File: src/rtl/calc_ctrl.sv
// calc_ctrl: sequencing controller for the keypad calculator.
// Builds two unsigned decimal operands from decoded key strobes, latches the
// operator (add/subtract), computes a signed result on "=" and holds the value
// shown on the display. All outputs are registered (1-cycle latency per key).
//
// Ports:
//   clk, rst          clock, synchronous active-high reset
//   key_valid         one-cycle key strobe; decoded fields valid only while high
//   is_number/is_op/is_eq, num_val, op_val   decoded key fields
//   disp_val/disp_neg displayed magnitude and sign
//   err               overflow error latched
//   result_valid      one-cycle pulse when a result is committed
//   state_o           current FSM state (debug / display blanking)
module calc_ctrl #(
  parameter int unsigned MAX_DIGITS = 4,
  parameter int unsigned VAL_W      = 14
) (
  input  logic             clk,
  input  logic             rst,
  input  logic             key_valid,
  input  logic             is_number,
  input  logic             is_op,
  input  logic             is_eq,
  input  logic [3:0]       num_val,
  input  logic [1:0]       op_val,
  output logic [VAL_W-1:0] disp_val,
  output logic             disp_neg,
  output logic             err,
  output logic             result_valid,
  output logic [2:0]       state_o
);

  localparam int unsigned CntW = $clog2(MAX_DIGITS + 1);
  localparam int unsigned Lim  = 10 ** MAX_DIGITS - 1;
  localparam int unsigned SW   = VAL_W + 2;

  typedef enum logic [2:0] {
    StA   = 3'd0,
    StOp  = 3'd1,
    StB   = 3'd2,
    StRes = 3'd3,
    StErr = 3'd4
  } state_e;

  state_e            state_q, state_d;
  logic [VAL_W-1:0]  acc_a_q, acc_a_d, acc_b_q, acc_b_d;
  logic              a_neg_q, a_neg_d;
  logic [CntW-1:0]   cnt_a_q, cnt_a_d, cnt_b_q, cnt_b_d;
  logic              op_sub_q, op_sub_d;
  logic [VAL_W-1:0]  disp_val_q, disp_val_d;
  logic              disp_neg_q, disp_neg_d;
  logic              err_q, err_d;
  logic              rv_q, rv_d;

  // Key classification: eq > op > number; invalid op codes drop the key.
  logic key_eq, key_op, key_num;
  assign key_eq  = key_valid & is_eq;
  assign key_op  = key_valid & ~is_eq & is_op & ((op_val == 2'd1) | (op_val == 2'd2));
  assign key_num = key_valid & ~is_eq & ~is_op & is_number;

  logic [VAL_W-1:0] acc_a_next, acc_b_next, digit_ext;
  assign digit_ext  = VAL_W'(num_val);
  // Only evaluated while cnt < MAX_DIGITS, so the product never exceeds LIM.
  assign acc_a_next = acc_a_q * VAL_W'(10) + digit_ext;
  assign acc_b_next = acc_b_q * VAL_W'(10) + digit_ext;

  logic signed [SW-1:0] a_s, b_s, r_s;
  logic        [SW-1:0] r_mag;
  logic                 r_ovf;
  always_comb begin
    a_s   = signed'({2'b00, acc_a_q});
    if (a_neg_q) a_s = -a_s;
    b_s   = signed'({2'b00, acc_b_q});
    r_s   = op_sub_q ? (a_s - b_s) : (a_s + b_s);
    r_mag = r_s[SW-1] ? unsigned'(-r_s) : unsigned'(r_s);
    r_ovf = r_mag > SW'(Lim);
  end

  always_comb begin
    state_d    = state_q;
    acc_a_d    = acc_a_q;
    acc_b_d    = acc_b_q;
    a_neg_d    = a_neg_q;
    cnt_a_d    = cnt_a_q;
    cnt_b_d    = cnt_b_q;
    op_sub_d   = op_sub_q;
    disp_val_d = disp_val_q;
    disp_neg_d = disp_neg_q;
    err_d      = err_q;
    rv_d       = 1'b0;

    case (state_q)
      StA: begin
        if (key_op) begin
          op_sub_d = (op_val == 2'd2);
          state_d  = StOp;
        end else if (key_num && (cnt_a_q < CntW'(MAX_DIGITS))) begin
          acc_a_d    = acc_a_next;
          cnt_a_d    = cnt_a_q + CntW'(1);
          disp_val_d = acc_a_next;
          disp_neg_d = a_neg_q;
        end
      end
      StOp: begin
        if (key_op) begin
          op_sub_d = (op_val == 2'd2);
        end else if (key_num) begin
          acc_b_d    = digit_ext;
          cnt_b_d    = CntW'(1);
          disp_val_d = digit_ext;
          disp_neg_d = 1'b0;
          state_d    = StB;
        end
      end
      StB: begin
        if (key_eq) begin
          if (r_ovf) begin
            err_d      = 1'b1;
            disp_val_d = '0;
            disp_neg_d = 1'b0;
            state_d    = StErr;
          end else begin
            disp_val_d = r_mag[VAL_W-1:0];
            disp_neg_d = r_s[SW-1];
            acc_a_d    = r_mag[VAL_W-1:0];
            a_neg_d    = r_s[SW-1];
            rv_d       = 1'b1;
            state_d    = StRes;
          end
        end else if (key_num && (cnt_b_q < CntW'(MAX_DIGITS))) begin
          acc_b_d    = acc_b_next;
          cnt_b_d    = cnt_b_q + CntW'(1);
          disp_val_d = acc_b_next;
          disp_neg_d = 1'b0;
        end
      end
      StRes, StErr: begin
        // A result may be chained as operand A; an error only leaves on a digit.
        if (key_op && (state_q == StRes)) begin
          op_sub_d = (op_val == 2'd2);
          state_d  = StOp;
        end else if (key_num) begin
          acc_a_d    = digit_ext;
          a_neg_d    = 1'b0;
          cnt_a_d    = CntW'(1);
          disp_val_d = digit_ext;
          disp_neg_d = 1'b0;
          err_d      = 1'b0;
          state_d    = StA;
        end
      end
      default: state_d = StA;
    endcase
  end

  always_ff @(posedge clk) begin
    if (rst) begin
      state_q    <= StA;
      acc_a_q    <= '0;
      acc_b_q    <= '0;
      a_neg_q    <= 1'b0;
      cnt_a_q    <= '0;
      cnt_b_q    <= '0;
      op_sub_q   <= 1'b0;
      disp_val_q <= '0;
      disp_neg_q <= 1'b0;
      err_q      <= 1'b0;
      rv_q       <= 1'b0;
    end else begin
      state_q    <= state_d;
      acc_a_q    <= acc_a_d;
      acc_b_q    <= acc_b_d;
      a_neg_q    <= a_neg_d;
      cnt_a_q    <= cnt_a_d;
      cnt_b_q    <= cnt_b_d;
      op_sub_q   <= op_sub_d;
      disp_val_q <= disp_val_d;
      disp_neg_q <= disp_neg_d;
      err_q      <= err_d;
      rv_q       <= rv_d;
    end
  end

  assign disp_val     = disp_val_q;
  assign disp_neg     = disp_neg_q;
  assign err          = err_q;
  assign result_valid = rv_q;
  assign state_o      = state_q;

endmodule

File: config.mk
export PLATFORM = sky130hd
export DESIGN_NAME = calc_ctrl
export DESIGN_NICKNAME = d
export VERILOG_FILES = /design/src/rtl/calc_ctrl.sv
export SDC_FILE = /design/constraint.sdc
export NUM_CORES = 1
export LEC_CHECK = 0
export CORE_MARGIN = 8
export CORE_UTILIZATION = 52
export DETAILED_ROUTE_END_ITERATION = 16
export DONT_BUFFER_PORTS = 1
export PLACE_DENSITY = 0.67
export SYNTH_ARGS = -nofsm -noshare
export SYNTH_HDL_FRONTEND = slang
export SYNTH_SLANG_ARGS = --single-unit
File: constraint.sdc
create_clock -name clk -period 5.89 [get_ports clk]
set_clock_uncertainty 0.1 [all_clocks]
set_input_delay 1.767 -clock clk [delete_from_list [all_inputs] [get_ports clk]]
set_output_delay 1.767 -clock clk [all_outputs]
set_load 0.05 [all_outputs]
==> After elaboration in Yosys (flattened, before gate mapping) <==
Index checks and enable logic that the tools add are counted.
{ "classes": {"addsub": 8, "n_mul": 2, "div_mod_pow": 0, "magnitude_cmp": 3, "eq_ne": 22, "n_shift": 0, "mux": 58, "bitwise": 11, "n_reduce_logical": 21} }
{ "op_table": {"columns": ["operator", "count"], "rows": [
  ["$mux 14", 14],
  ["$pmux 14 s4", 1],
  ["$mux 16", 3],
  ["$mux 3", 14],
  ["$pmux 14 s3", 1],
  ["$add 14x4->14", 2],
  ["$mul 14x3->13 const B", 2],
  ["$pmux 14 s2", 1],
  ["$ne 2x2->1 const B", 13],
  ["$reduce_and 5->1", 5],
  ["$mux 1", 17],
  ["$add 16x15->16", 1],
  ["$gt 16x14->1 const B", 1],
  ["$neg 14->16", 1],
  ["$neg 16->16", 1],
  ["$sub 16x15->16", 1],
  ["$pmux 3 s2", 2],
  ["$pmux 3 s4", 1],
  ["$reduce_bool 2->1", 4],
  ["$reduce_and 7->1", 1],
  ["$add 3x1->3 const B", 2],
  ["$and 1x1->1", 6],
  ["$eq 3x2->1 const B", 2],
  ["$lt 3x3->1 const B", 2],
  ["18 further kinds", 27]
]} }
{ "word_totals": {"reg_bits": 56, "latchBits": 0, "ram_bits": 0, "romBits": 0, "input_bits": 12, "output_inout_bits": 20, "word_cells": 136, "mem_count": 0} }

==> Depth between registers and ports, before layout <==
{ "logic_depth": {"word_depth": 10, "ltp_mapped": 22} }

==> Worst setup path before layout <==
Ideal clock, no wire load.
{ "synth_timing": {"path_type": "register to register", "startpoint": "register acc_a_q[1]", "endpoint": "register acc_a_q[3]", "setup_ns": 0.121, "arrival_time_ns": 4.704, "required_ns": 5.669, "setup_slack_ns": 0.965, "stages_incl_launch_ff": 21, "path_cell_list": "dfxtp_1 inv_1 ha_1 nand2b_1 or4_1 or3_1 nand2_1 xnor2_1 ha_1 clkbuf_1 nand2_1 a2111oi_2 o22ai_1 xnor2_1 nand2b_1 o41ai_1 xnor2_1 a21oi_2 o21ai_2 buf_6 mux2_4"} }
{ "synth_between": {"elab_chain_len": 9, "word_cells_on_any_way": 17} }
{ "synth_lines": {"columns": ["item", "line", "text"], "rows": [
  ["start, declared", "46", "logic [VAL_W-1:0] acc_a_q, acc_a_d, acc_b_q, acc_b_d;"],
  ["start signal, assigned", "159", "acc_a_q <= '0;"],
  ["start signal, assigned", "171", "acc_a_q <= acc_a_d;"],
  ["$neg 14->16", "72", "if (a_neg_q) a_s = -a_s;"],
  ["$mux 16", "72", null],
  ["$add 16x15->16 / $sub 16x15->16 (equally long branches)", "74", "r_s = op_sub_q ? (a_s - b_s) : (a_s + b_s);"],
  ["$mux 16", "74", null],
  ["$neg 16->16", "75", "r_mag = r_s[SW-1] ? unsigned'(-r_s) : unsigned'(r_s);"],
  ["$mux 16", "75", null],
  ["$gt 16x14->1 / $mux 14 (equally long branches)", "76, 117", null],
  ["$ne 2x2->1 (no line) / $mux 14 (equally long branches)", null, null],
  ["$reduce_and 7->1 (no line) / $pmux 14 s3 (equally long branches)", null, null]
]} }
Parallel ways exist; a longest one is shown, timed or not. The select of a mux whose other input is x is not followed.
A chain may end at the register's enable or synchronous reset.

==> Worst setup path in the final report <==
{ "layout_timing": {"startpoint": "register acc_a_q[1]", "endpoint": "register acc_a_q[1]"} }
{ "layout_between": {"elab_chain_len": 9, "word_cells_on_any_way": 13} }
{ "layout_lines": {"columns": ["item", "line"], "rows": [
  ["$neg 14->16", "72"],
  ["$mux 16 *", "72"],
  ["$add 16x15->16 / $sub 16x15->16 (equally long branches)", "74"],
  ["$mux 16 *", "74"],
  ["$neg 16->16", "75"],
  ["$mux 16 *", "75"],
  ["$gt 16x14->1 / $mux 14 (equally long branches)", "76, 117"],
  ["$ne 2x2->1 (no line) / $mux 14 (equally long branches)", null],
  ["$reduce_and 7->1 (no line) / $pmux 14 s3 (equally long branches)", null]
]} }
Mark *: on every way between the ends. The rest lies on a longest branch, timed or not. The select of a mux whose other input is x is not followed.

==> impl_metrics.tcl <==
set metrics [dict create \
    slew_viol_final 0 \
    synth_seq_cells 56 \
    setup-violations-final 0 \
    grt_first_pass_wirelength_microns 29230 \
    worstPathArrival_ps 5630 \
    start_util_pct 53.41 \
    num_io_pins 32 \
    powerDensity_nw_per_um2 204.0 \
    gp_congestion 0.9483 \
    worstSetupPathType "flip-flop to flip-flop" \
    grt_pass1_vias 5409 \
    worst-path-max-fanout 11 \
    clockBufferDepth 2 \
    maxCapViolCount 0 \
    die_h_microns 124.3 \
    clock-sinks 56 \
    outcome "completed" \
    drc 0 \
    fin_nets 839 \
    hold_viol_final 0 \
    rsz0062_at_grt "false" \
    fin_util_pct 56.20 \
    numCtsBuffers 5 \
    coreArea_sq_um 11420 \
    hp-class "flip-flop to flip-flop" \
    synth_seq_area_share_pct 18.38 \
    drt_wl_total_microns 18260 \
    synth_nets 851 \
    layout_common_cells "nor2_1, ha_1, xnor2_1" \
    syn_to_final_growth_pct 5.232 \
    grt_usage_pct 22.76 \
    synth.largest_area_cell "dfxtp_1" \
    drive_gt1_share_pct 7.143 \
    syn_inst 769 \
    synth_top_area_share_pct 18.38 \
    grt-ovfl-total 0 \
    ctsHtreeMaxLevel 2 \
    first_pass_iters 7 \
    syn-cell-area_sq_um 6098 \
    crit_path_start_kind "flip-flop" \
    synth_cell_type_count 74 \
    worstPathRequired_ps 5980 \
    cts_tree "yes" \
    cts.root.buffer_cell "clkbuf_16" \
    dp.final_hpwl_microns 14470 \
    ys.flop_type "dfxtp_1" \
    finalCriticalPeriod_ps 5544 \
    fp.dieW_microns 124.3 \
    dieArea_sq_um 15450 \
    worst_pin_slew_ps 882.1 \
    max_clock_freq_ghz 0.1804 \
    num_rows 39 \
    ctsHoldBuffers 0 \
    final.period_utilization_pct 94.13 \
    ys_async_sr_fraction_pct 0 \
    ant_nets 0 \
    yosys_warnings 0 \
    n_fill_cell 1077 \
    numPortBuffers 0 \
    vias 5770 \
    drt-vias-per-instance 6.418 \
    insertion_delay_ps 300 \
    drt_iter0_drc 593 \
    p_leak_nw 2.758 \
    grt_max_degree 67 \
    final_common_cell "nor2_1" \
    worstSetupEndpointType "flip-flop" \
    totalNegativeSetupSlack_ps 0 \
    synth_edf_count 0 \
    routedWlPerCell_microns 20.31 \
    slew_headroom_pct 41.11 \
    syn_avg_cell_area_sq_um 7.930 \
    ir_drop_mv 0.1416 \
    diodes 0 \
    antenna_found_initial 0 \
    ys_top_cells_by_area "dfxtp_1, ha_1, xnor2_1, nor2_1, xor2_1" \
    cts.clk_slew.worst_paths_ps 70 \
]
-- sequential cells by signal, indices dropped and copies added, names as in the netlist --
register / flops
a_neg_q: 1
op_sub_q: 1
result_valid: 1
cnt_a_q: 3
state_o: 3
err: 1
disp_val: 14
cnt_b_q: 3
disp_neg: 1
acc_b_q: 14
acc_a_q: 14
-- through the flow --
step / worst slack (ps) / instances / power (mW) / hold slack [ps] / cell area (sq um)
2_1_floorplan: 964.6 / 769 / 0.8440 / 349.8 / 6098
3_3_place_gp: 537.5 / 892 / 0.9481 / 353.0 / 6230
3_5_place_dp: 351.8 / 892 / 0.9526 / 371.9 / 6230
4_1_cts: 317.0 / 898 / 1.287 / 383.0 / 6385
5_1_grt: 28.23 / 899 / 1.377 / 395.7 / 6417
6_report: 346.0 / 899 / 1.309 / 379.9 / 6417
-- kinds of logic (layout without fill, tap and decap cells) --
| group | count (synthesis) | count (layout) | synth area share [%] |
|---|---|---|---|
| flip-flops | 56 | 56 | 18.38 |
| AND/OR/NAND/NOR | 253 | 253 | 20.23 |
| XOR/XNOR | 96 | 96 | 14.14 |
| buffers and inverters | 61 | 48 | 4.083 |
| AO/OA/AOI/OAI | 214 | 214 | 24.50 |
| multiplexers | 19 | 19 | 3.693 |
| adder cells (fa/ha/maj) | 70 | 70 | 14.98 |
-- final cells by class --
| cell class | instances | area, sq um | area share [%] |
|---|---|---|---|
| Inverter | 29 | 108.9 | 1.696 |
| Tap cell | 143 | 178.9 | 2.788 |
| Clock inverter | 1 | 30.03 | 0.4679 |
| Timing Repair Buffer | 13 | 97.59 | 1.521 |
| Clock buffer | 5 | 125.1 | 1.950 |
| Multi-Input combinational cell | 652 | 4756 | 74.11 |
| Sequential cell | 56 | 1121 | 17.47 |
-- path summary, 6_finish.rpt --
| kind | startpoint | to | slack, ps | cells after the start |
|---|---|---|---|---|
| worst min register to register | cnt_a_q[1] | cnt_a_q[1] | 380 | 2 |
| worst min-delay path | cnt_a_q[1] | cnt_a_q[1] | 380 | 2 |
| worst max-delay path | acc_a_q[1] | acc_a_q[1] | 350 | 22 |
| worst max register to register | acc_a_q[1] | acc_a_q[1] | 350 | 22 |
-- power by group --
part	internal (mW)	switching [mW]	leakage (nW)	total, mW
registers	0.392	0.0510	0.453	0.443
logic	0.199	0.330	2.23	0.529
clock network	0.196	0.140	0.0757	0.337
total	0.788	0.521	2.76	1.31
-- critical path, stage by stage (launching register included) --
cell and delay (ps):
dfxtp_1 350, inv_1 160, ha_1 190, nand2b_1 80, or4_1 450, or3_1 390, nand2_1 110, xnor2_1 90
ha_2 450, and2_1 190, o2111a_1 180, o21ai_0 210, o211ai_1 260, buf_4 160, xor2_1 160, buf_4 200
o31ai_1 100, xnor2_1 270, a311o_1 290, a21oi_2 120, o21ai_2 270, buf_4 280, mux2_2 360
-- per-layer routing --
metal	global-route usage, %	up-vias	wire length, microns
met1	29.59	2806	8175
met5	0	-	0
li1	-	2781	-
met2	37.47	163	8630
met3	4.596	20	1164
met4	5.599	0	286
-- Yosys cell counts, drive strengths merged, types with 5 or more instances --
library cell / instances
nor2: 86
ha: 65
xnor2: 65
dfxtp: 56
nand2: 48
a21oi: 46
o21ai: 37
xor2: 30
inv: 29
clkbuf: 27
nor2b: 22
a211oi: 21
a22oi: 20
nand3: 19
nor3: 16
nand2b: 15
a21o: 13
mux2: 13
a31oi: 9
o22ai: 8
o21a: 7
or3: 7
a311oi: 6
and2: 6
mux2i: 6
nand3b: 6
nand4: 6
nor4: 6
a221oi: 5
buf: 5
fa: 5
o21bai: 5
or2: 5
-- what timing repair did --
item | in CTS | in global routing
setup endpoints to repair | 0 | 7
resized for setup | 0 | 4
endpoints found under the hold margin | 0 | 0
setup buffers | 0 | 1
Note: power is estimated with default switching activity, not from simulation.
